## src/rtl/sweep_controller.sv

```systemverilog
`default_nettype none
// ============================================================================
// Module   : sweep_controller
// Purpose  : Sliding-LED reaction game core with scoring hold. Optional macro
//            SWEEP_PINGPONG_EN selects ping-pong motion instead of wrap-around.
// Revision : 1.0  initial release
// ============================================================================
module sweep_controller #(
  parameter int TARGET     = 0,
  parameter int HOLD_TICKS = 4
) (
  input  logic       clk,
  input  logic       reset,
  input  logic       tick,
  input  logic       run,
  input  logic [6:0] diff,
  input  logic       hit,
  output logic [6:0] led,
  output logic [2:0] pos,
  output logic       hit_ok,
  output logic       miss
);

  localparam logic [2:0] c_TARGET    = 3'(TARGET);
  localparam logic [3:0] c_HOLD_LAST = 4'(HOLD_TICKS - 1);

  typedef enum logic [1:0] {
    ST_IDLE  = 2'd0,
    ST_SWEEP = 2'd1,
    ST_HOLD  = 2'd2
  } state_t;

  state_t     state_q;
  logic [2:0] pos_q;
  logic [6:0] led_q;
  logic [3:0] cnt_q;
  logic [3:0] period_q;
  logic       dir_q;
  logic       hit_ok_q;
  logic       miss_q;

  logic [2:0] w_level;
  logic [3:0] w_period;
  logic [2:0] pos_d;
  logic       dir_d;
  logic [6:0] w_led_next;

  // Difficulty level is the highest set switch; higher level, shorter period.
  always_comb begin
    w_level = 3'd0;
    for (int i = 0; i < 7; i++) begin
      if (diff[i]) w_level = 3'(i + 1);
    end
    w_period = 4'd8 - {1'b0, w_level};
  end

  always_comb begin
    pos_d = pos_q;
    dir_d = dir_q;
`ifdef SWEEP_PINGPONG_EN
    if (!dir_q) begin
      if (pos_q == 3'd6) begin
        pos_d = 3'd5;
        dir_d = 1'b1;
      end else begin
        pos_d = pos_q + 3'd1;
      end
    end else begin
      if (pos_q == 3'd0) begin
        pos_d = 3'd1;
        dir_d = 1'b0;
      end else begin
        pos_d = pos_q - 3'd1;
      end
    end
`else
    pos_d = (pos_q == 3'd6) ? 3'd0 : pos_q + 3'd1;
`endif
    w_led_next = 7'b000_0001 << pos_d;
  end

  always_ff @(posedge clk) begin
    if (reset) begin
      state_q  <= ST_IDLE;
      pos_q    <= 3'd0;
      led_q    <= 7'd0;
      cnt_q    <= 4'd0;
      period_q <= 4'd8;
      dir_q    <= 1'b0;
      hit_ok_q <= 1'b0;
      miss_q   <= 1'b0;
    end else begin
      hit_ok_q <= 1'b0;
      miss_q   <= 1'b0;
      if (!run) begin
        state_q <= ST_IDLE;
        pos_q   <= 3'd0;
        led_q   <= 7'd0;
        cnt_q   <= 4'd0;
        dir_q   <= 1'b0;
      end else begin
        case (state_q)
          ST_IDLE: begin
            state_q  <= ST_SWEEP;
            pos_q    <= 3'd0;
            led_q    <= 7'b000_0001;
            cnt_q    <= 4'd0;
            dir_q    <= 1'b0;
            period_q <= w_period;
          end
          ST_SWEEP: begin
            // A scoring hit wins over a coincident step: position is frozen.
            if (hit && (pos_q == c_TARGET)) begin
              state_q  <= ST_HOLD;
              hit_ok_q <= 1'b1;
              cnt_q    <= 4'd0;
            end else begin
              miss_q <= hit;
              if (tick) begin
                if (cnt_q == period_q - 4'd1) begin
                  pos_q    <= pos_d;
                  led_q    <= w_led_next;
                  dir_q    <= dir_d;
                  cnt_q    <= 4'd0;
                  period_q <= w_period;
                end else begin
                  cnt_q <= cnt_q + 4'd1;
                end
              end
            end
          end
          ST_HOLD: begin
            if (tick) begin
              if (cnt_q == c_HOLD_LAST) begin
                state_q  <= ST_SWEEP;
                pos_q    <= 3'd0;
                led_q    <= 7'b000_0001;
                dir_q    <= 1'b0;
                cnt_q    <= 4'd0;
                period_q <= w_period;
              end else begin
                cnt_q <= cnt_q + 4'd1;
              end
            end
          end
          default: state_q <= ST_IDLE;
        endcase
      end
    end
  end

  assign led    = led_q;
  assign pos    = pos_q;
  assign hit_ok = hit_ok_q;
  assign miss   = miss_q;

endmodule
`default_nettype wire

```

## config.mk

```make
export PLATFORM = sky130hd
export DESIGN_NAME = sweep_controller
export DESIGN_NICKNAME = d
export VERILOG_FILES = /design/src/rtl/sweep_controller.sv
export SDC_FILE = /design/constraint.sdc
export NUM_CORES = 1
export LEC_CHECK = 0
export ABC_AREA = 1
export CAP_MARGIN = 40
export CORE_MARGIN = 3
export CORE_UTILIZATION = 54
export CTS_BUF_LIST = sky130_fd_sc_hd__clkbuf_8
export CTS_CLUSTER_DIAMETER = 150
export CTS_CLUSTER_SIZE = 8
export DETAILED_ROUTE_END_ITERATION = 10
export PLACE_DENSITY = 0.91
export REMOVE_ABC_BUFFERS = 1
export SLEW_MARGIN = 10
export SYNTH_ARGS = -nofsm -noshare
export SYNTH_HDL_FRONTEND = slang
export SYNTH_SLANG_ARGS = --single-unit
```

## constraint.sdc

```tcl
create_clock -name clk -period 2.07 [get_ports clk]
set_input_delay 0.5175 -clock clk [delete_from_list [all_inputs] [get_ports clk]]
set_output_delay 0.5175 -clock clk [all_outputs]
set_load 0.01 [all_outputs]
```

==> results of run 1 <==
-- worst max-delay path, cell delays in order --
cell and delay (ns):
clkdlybuf4s50_1 0.53, inv_1 0.08, a31oi_1 0.25, nand3_2 0.14, nand2_4 0.13, nand2_2 0.15, nand2_1 0.13, a21oi_1 0.07
-- per-stage QoR --
| stage | power, mW | area [um2] | util | hold slack (ns) | setup WS (ns) |
|---|---|---|---|---|---|
| 2_1_floorplan | 0.657 | 1350 | - | 0.484 | 0.421 |
| 3_3_place_gp | 0.751 | 1670 | 0.721 | 0.449 | 0.0855 |
| 3_5_place_dp | 0.759 | 1670 | 0.721 | 0.452 | 0.0438 |
| 4_1_cts | 1.16 | 1740 | 0.752 | 0.471 | 0.224 |
| 5_1_grt | 1.22 | 1740 | 0.752 | 0.488 | 0.0635 |
| 6_report | 1.15 | 1740 | 0.752 | 0.467 | 0.210 |
-- cells in the mapped netlist, types with 2 or more instances --
master and count:
a21oi_1 16, dfxtp_1 22, ha_1 7, inv_1 33, inv_2 2, nand2_1 50
nand2_2 3, nand3_1 18, nand3_2 2, nand4_1 7, nor2_1 18, nor2_2 2
nor3_1 4, nor4_1 2, o21ai_0 6, o21ai_2 2, xor2_1 3
-- cell families after synthesis --
logic type,share of synthesized area
AO/OA/AOI/OAI,0.102
XOR/XNOR,0.0253
adder cells (fa/ha/maj),0.0633
flip-flops,0.318
buffers and inverters,0.122
AND/OR/NAND/NOR,0.369
-- worst paths after layout --
kind	endpoint	slack (ns)	cells after the start
setup reg to reg	cnt_q[2]	0.27	10
hold / removal	led[0]	0.47	2
hold reg to reg	led[0]	0.47	2
setup / recovery	pos[0]	0.21	8
-- power by group --
group / switching [mW] / internal (mW) / total [mW]
clock: 0.137 / 0.258 / 0.395
sequential: 0.0136 / 0.442 / 0.455
combinational: 0.179 / 0.122 / 0.300
total: 0.330 / 0.821 / 1.15
-- layout make-up --
type                            count  share of cell area
Sequential cell                    22               0.253
Inverter                           35              0.0754
Tap cell                           28              0.0201
Clock buffer                        3              0.0237
Multi-Input combinational cell    148               0.444
Timing Repair Buffer               31               0.167
Clock inverter                      1              0.0172
-- registers in the layout, indices dropped and copies added, names as in the netlist --
name      flops
hit_ok        1
miss          1
cnt_q         4
state_q       2
led           7
pos           3
period_q      4
-- metal layers --
metal | track usage | part of all wire | vias to the layer above | routed length [um]
li1 | - | - | 736 | -
met4 | 0.0915 | 0.029 | 0 | 89
met3 | 0.0437 | 0.049 | 10 | 151
met5 | 0 | 0 | - | 0
met1 | 0.256 | 0.44 | 632 | 1360
met2 | 0.368 | 0.49 | 34 | 1510
==> impl_results.md, run 1 <==
* Final ANT Viol Nets at 0
* Hold_sp: led[0]
* Post-synth top area share at 0.318
* Max transition margin at 0.770
* Grt ovf at 0
* Final nets at 260
* Reg area at 440 um2
* Outcome: completed
* Vias in the first global route at 1357
* Setup TNS at 0 ns
* Initial antenna violation count at 0
* Die X at 56.6 um
* Least-Margin Pin Slew at 0.345 ns
* Most used flip-flop cell after synthesis: dfxtp_1
* GR Util All Layers at 0.215
* Most common cell after layout, fill and taps aside: nand2_1
* Required time of the critical path at 2.22 ns
* Post-synth ARST share at 0
* Port bufs at 23
* DP Wirelength at 2.26 mm
* N_diodes at 0
* Core Rows at 17
* Hold crit path type: reg -> reg
* Most frequent cells in the layout: nand2_1, inv_1, clkdlybuf4s50_1
* Syn Area/Cell at 6.62 um2
* Final Critical Period at 1.86 ns
* DRC at 0
* Worst Setup Path Type: in -> reg
* Area contributors post-synth: dfxtp_1, nand2_1, inv_1
* I/O Pins at 24
* Final Slew Violations at 0
* Power per Cell Area at 660 nW/um2
* Synthesized cell area at 1380 um2
* Final setup viols at 0
* P_leak at 0.782 nW
* Pin count of the biggest net entering global routing at 14
* Clk Tree Root Cell: clkbuf_8
* Synth warn at 0
* First-pass GRT wire length at 5.61 mm
* Seq/Total Area, Yosys at 0.318
* Via count at 1412
* Share of cells above drive strength 1 at 0.104
* Area growth syn-to-layout at 25.9%
* # Post-CTS Setup Buffers at 0
* Critical path launch point: tick
* Worst Setup Start Kind: input pin
* Post-synth cell types at 29
* First-pass DRT Iterations at 4
* Final hold vios at 0
* Multi-input gate area at 774 um2
* Post-CTS resize count at 0
* Fill cell count at 164
* GPL Wtd Cong at 0.986
* Wire per inst at 11.6 um
* Tcrit/Tclk final at 0.899
* MaxCap Viol Count at 0
* Max Fclk at 538 MHz
* Core area at 2320 um2
* Max rail drop VDD at 0.490 mV
* Hold buffers post-CTS at 0
* Cell count after placement at 264
* Synth Register Bits at 22
* Unrepaired setup endpoints after global routing: no
* Crit-path max FO at 10
* CTS Sinks at 22
* Clock slew at reported path FFs at 0.07 ns
* Die ar. at 3210 um2
* Critical Path End Type: register
* Chip Height at 56.6 um
* TritonCTS clock tree: done
* Clock latency on the worst-skew pair at 0.26 ns
* CTS Buf Count at 3
* Leading area contributor after synthesis: dfxtp_1
* Post-route clock skew at 0.00798 ns
* Number of synthesized flops with an enable pin at 0
* Worst r2r src: state_q[0]
* Cells after Synth at 209
* Detailed-route wire length at 3.10 mm
* Non-filler cells, final at 268
* Htree depth at 1
* Arr. time, crit path at 2.01 ns
* Starting Density at 0.597
* Drt initial violations at 32
* Vias per cell at 5.27
* CTS Buffer Depth at 2
Note: power is estimated with default switching activity, not from simulation.
==> run 2, diff against run 1 <==
--- a/config.mk
+++ b/config.mk
@@ -11,7 +11,7 @@
 export CORE_UTILIZATION = 54
 export CTS_BUF_LIST = sky130_fd_sc_hd__clkbuf_8
 export CTS_CLUSTER_DIAMETER = 150
-export CTS_CLUSTER_SIZE = 8
+export CTS_CLUSTER_SIZE = 28
 export DETAILED_ROUTE_END_ITERATION = 10
 export PLACE_DENSITY = 0.91
 export REMOVE_ABC_BUFFERS = 1
==> results of run 2 <==
No change in the layout: final DEF, timing and power equal those of run 1.
==> run 3, diff against run 2 <==
--- a/config.mk
+++ b/config.mk
@@ -5,16 +5,17 @@
 export SDC_FILE = /design/constraint.sdc
 export NUM_CORES = 1
 export LEC_CHECK = 0
-export ABC_AREA = 1
 export CAP_MARGIN = 40
 export CORE_MARGIN = 3
-export CORE_UTILIZATION = 54
+export CORE_UTILIZATION = 53
 export CTS_BUF_LIST = sky130_fd_sc_hd__clkbuf_8
 export CTS_CLUSTER_DIAMETER = 150
 export CTS_CLUSTER_SIZE = 28
 export DETAILED_ROUTE_END_ITERATION = 10
+export HOLD_SLACK_MARGIN = 0.03
 export PLACE_DENSITY = 0.91
 export REMOVE_ABC_BUFFERS = 1
+export SKIP_LAST_GASP = 1
 export SLEW_MARGIN = 10
 export SYNTH_ARGS = -nofsm -noshare
 export SYNTH_HDL_FRONTEND = slang
==> impl_results.md, run 3 <==
* Power per Cell Area at 569 nW/um2
* Required time of the critical path at 2.27 ns
* DRC at 0
* Critical path's most frequent cell: nand2_1
* Die X at 55.0 um
* Vias per cell at 6.34
* Starting Density at 0.569
* Core Rows at 17
* Fraction of the mapped netlist area in adder cells at 0.0690
* Critical Path End Type: register
* Crit-path max FO at 7
* Grt ovf at 0
* Cells after Synth at 162
* Pin count of the biggest net entering global routing at 15
* Max transition margin at 0.547
* WP buf/inv at 1
* Number of synthesized flops with an enable pin at 0
* Most common cell after layout, fill and taps aside: buf_4
* Final Slew Violations at 0
* CTS Buf Count at 3
* Post-synth cell types at 39
* I/O Pins at 24
* First-pass GRT wire length at 6.15 mm
* Wire per inst at 20.5 um
* Vias in the first global route at 1389
* Post-route clock skew at 0.00759 ns
* Hold crit path type: reg -> reg
* MaxCap Viol Count at 0
* Worst Setup Start Kind: register
* Post-synth top area share at 0.347
* Via count at 1540
* Final nets at 235
* First-pass DRT Iterations at 4
* Top sig layer: met4
* Unrepaired setup endpoints after global routing: yes
* Final Critical Period at 2.16 ns
* Util after Layout at 0.919
* Area growth syn-to-layout at 61.6%
* Die ar. at 3020 um2
* Final hold vios at 0
* Met3 routed WL at 367 um
* GPL Wtd Cong at 0.769
* Max Fclk at 463 MHz
* Initial antenna violation count at 0
* Tcrit/Tclk final at 1.04
* TritonCTS clock tree: done
* Metal2 WL at 2.48 mm
* Most used flip-flop cell after synthesis: dfxtp_1
* Cell family with most CP delay: simple AND/OR/NAND/NOR gates
* Outcome: finished with violations
* Final ANT Viol Nets at 0
* Max reg flops at 7
* Arr. time, crit path at 2.36 ns
* Post-synth ARST share at 0
* CTS Buffer Depth at 2
* Area contributors post-synth: dfxtp_1, a21oi_1, ha_1
* Clock slew at reported path FFs at 0.09 ns
* Commonest cells in the netlist: dfxtp_1, nor2_1, a21oi_1
* CP max-delay cell: or4_1
* Clock latency on the worst-skew pair at 0.27 ns
* CTS Sinks at 22
* Fin area at 2050 um2
* Post-synthesis simple-gate area fraction at 0.285
* Synth Area in XOR/XNOR at 0.0483
* Leading area contributor after synthesis: dfxtp_1
* N_diodes at 0
* Syn Area/Cell at 7.84 um2
* Synthesized cell area at 1270 um2
* Final worst slack at -0.0893 ns
* Htree depth at 1
* Worst Setup Path Type: reg -> reg
* Max rail drop VDD at 0.837 mV
* Seq/Total Area, Yosys at 0.347
* P_leak at 0.817 nW
* GR Util All Layers at 0.293
* Placed cell areas at 1670 um2
* Final setup viols at 11
* DP Wirelength at 2.60 mm
* Synth Register Bits at 22
* Drt initial violations at 74
* Synth Area in Compound Gates at 0.186
* Max incr delay on CP at 0.40 ns
* CP Cell Sequence: ha_2 > nor3b_4 > nand2_1 > nand2_1 > a41oi_4 > buf_12 > or4_1 > a21oi_1
* Failing checks: negative setup slack
* Port bufs at 23
* Post-synthesis mux area share at 0.00788
* Synth warn at 0
* Count leader, synth: dfxtp_1
* Core area at 2230 um2
* Clk Tree Root Cell: clkbuf_8
* Most frequent cells in the layout: buf_4, nor2_1, clkdlybuf4s50_1
* Hold buffers post-CTS at 0
* Post-Route M1 WL at 1.90 mm
* Share of cells above drive strength 1 at 0.340
* Detailed-route wire length at 4.99 mm
* Chip Height at 55.0 um
* Largest family of logic cells by synthesized area: simple AND/OR/NAND/NOR gates
* Least-Margin Pin Slew at 0.680 ns
run 3: changes by cell type after synthesis, moves of 4 or more:
cell / change
xnor2_1: +4
nand3_1: -17
o21ai_1: +5
nand2_1: -34
inv_1: -22
nand4_1: -6
or3_1: +6
run 3: worst register-to-register path, stage by stage, from the launching register on:
cell and delay [ns]:
dfxtp_2 0.36, ha_2 0.20, nor3b_4 0.31, nand2_1 0.16, nand2_1 0.17, a41oi_4 0.18, buf_12 0.18, or4_1 0.40
a21oi_1 0.13
run 3: cells by family after synthesis:
logic type,Yosys count
AO/OA/AOI/OAI,39
adder cells (fa/ha/maj),7
buffers and inverters,17
multiplexers,1
AND/OR/NAND/NOR,69
XOR/XNOR,7
flip-flops,22
run 3: layout make-up:
cell class                      count  area (um2)
Sequential cell                    22         449
Inverter                           11        41.3
Clock buffer                        4        55.1
Tap cell                           28        35.0
Multi-Input combinational cell    123         961
Timing Repair Buffer               55         510
Fill cell                          87         181
run 3: repair_timing:
item	4_1_cts	5_1_grt
pin swaps	7	24
buffers inserted	6	5
resized for setup	9	41
gates cloned	0	1
endpoints found under the setup margin	14	18
run 3: routing by layer:
layer,vias up,track usage
li1,669,-
met1,760,0.329
met2,87,0.531
met3,24,0.0456
met4,0,0.146
met5,-,0
run 3: metrics by stage:
stage	hold WS, ns	cells	total power, mW	setup TNS, ns	setup WS, ns
after floorplan	0.468	156	0.575	-0.556	-0.169
after global placement	0.433	228	0.692	-1.78	-0.203
after detailed placement	0.449	228	0.710	-2.62	-0.313
after CTS	0.460	238	1.05	-0.172	-0.0818
after global routing	0.496	243	1.21	-1.28	-0.131
final	0.468	243	1.17	-0.548	-0.0893
run 3: path summary, 6_finish.rpt:
path / slack (ns) / startpoint / cells past startpoint / endpoint
min: 0.47 / led[0] / 2 / led[0]
max reg2reg: -0.09 / cnt_q[0] / 8 / led[5]
min reg2reg: 0.47 / led[0] / 2 / led[0]
max: -0.09 / cnt_q[0] / 8 / led[5]
run 3: power breakdown:
part | switching, mW | internal (mW) | leakage (nW)
Sequential | 0.0122 | 0.436 | 0.181
Combinational | 0.193 | 0.203 | 0.607
Clock | 0.154 | 0.170 | 0.0288
Total | 0.359 | 0.809 | 0.817
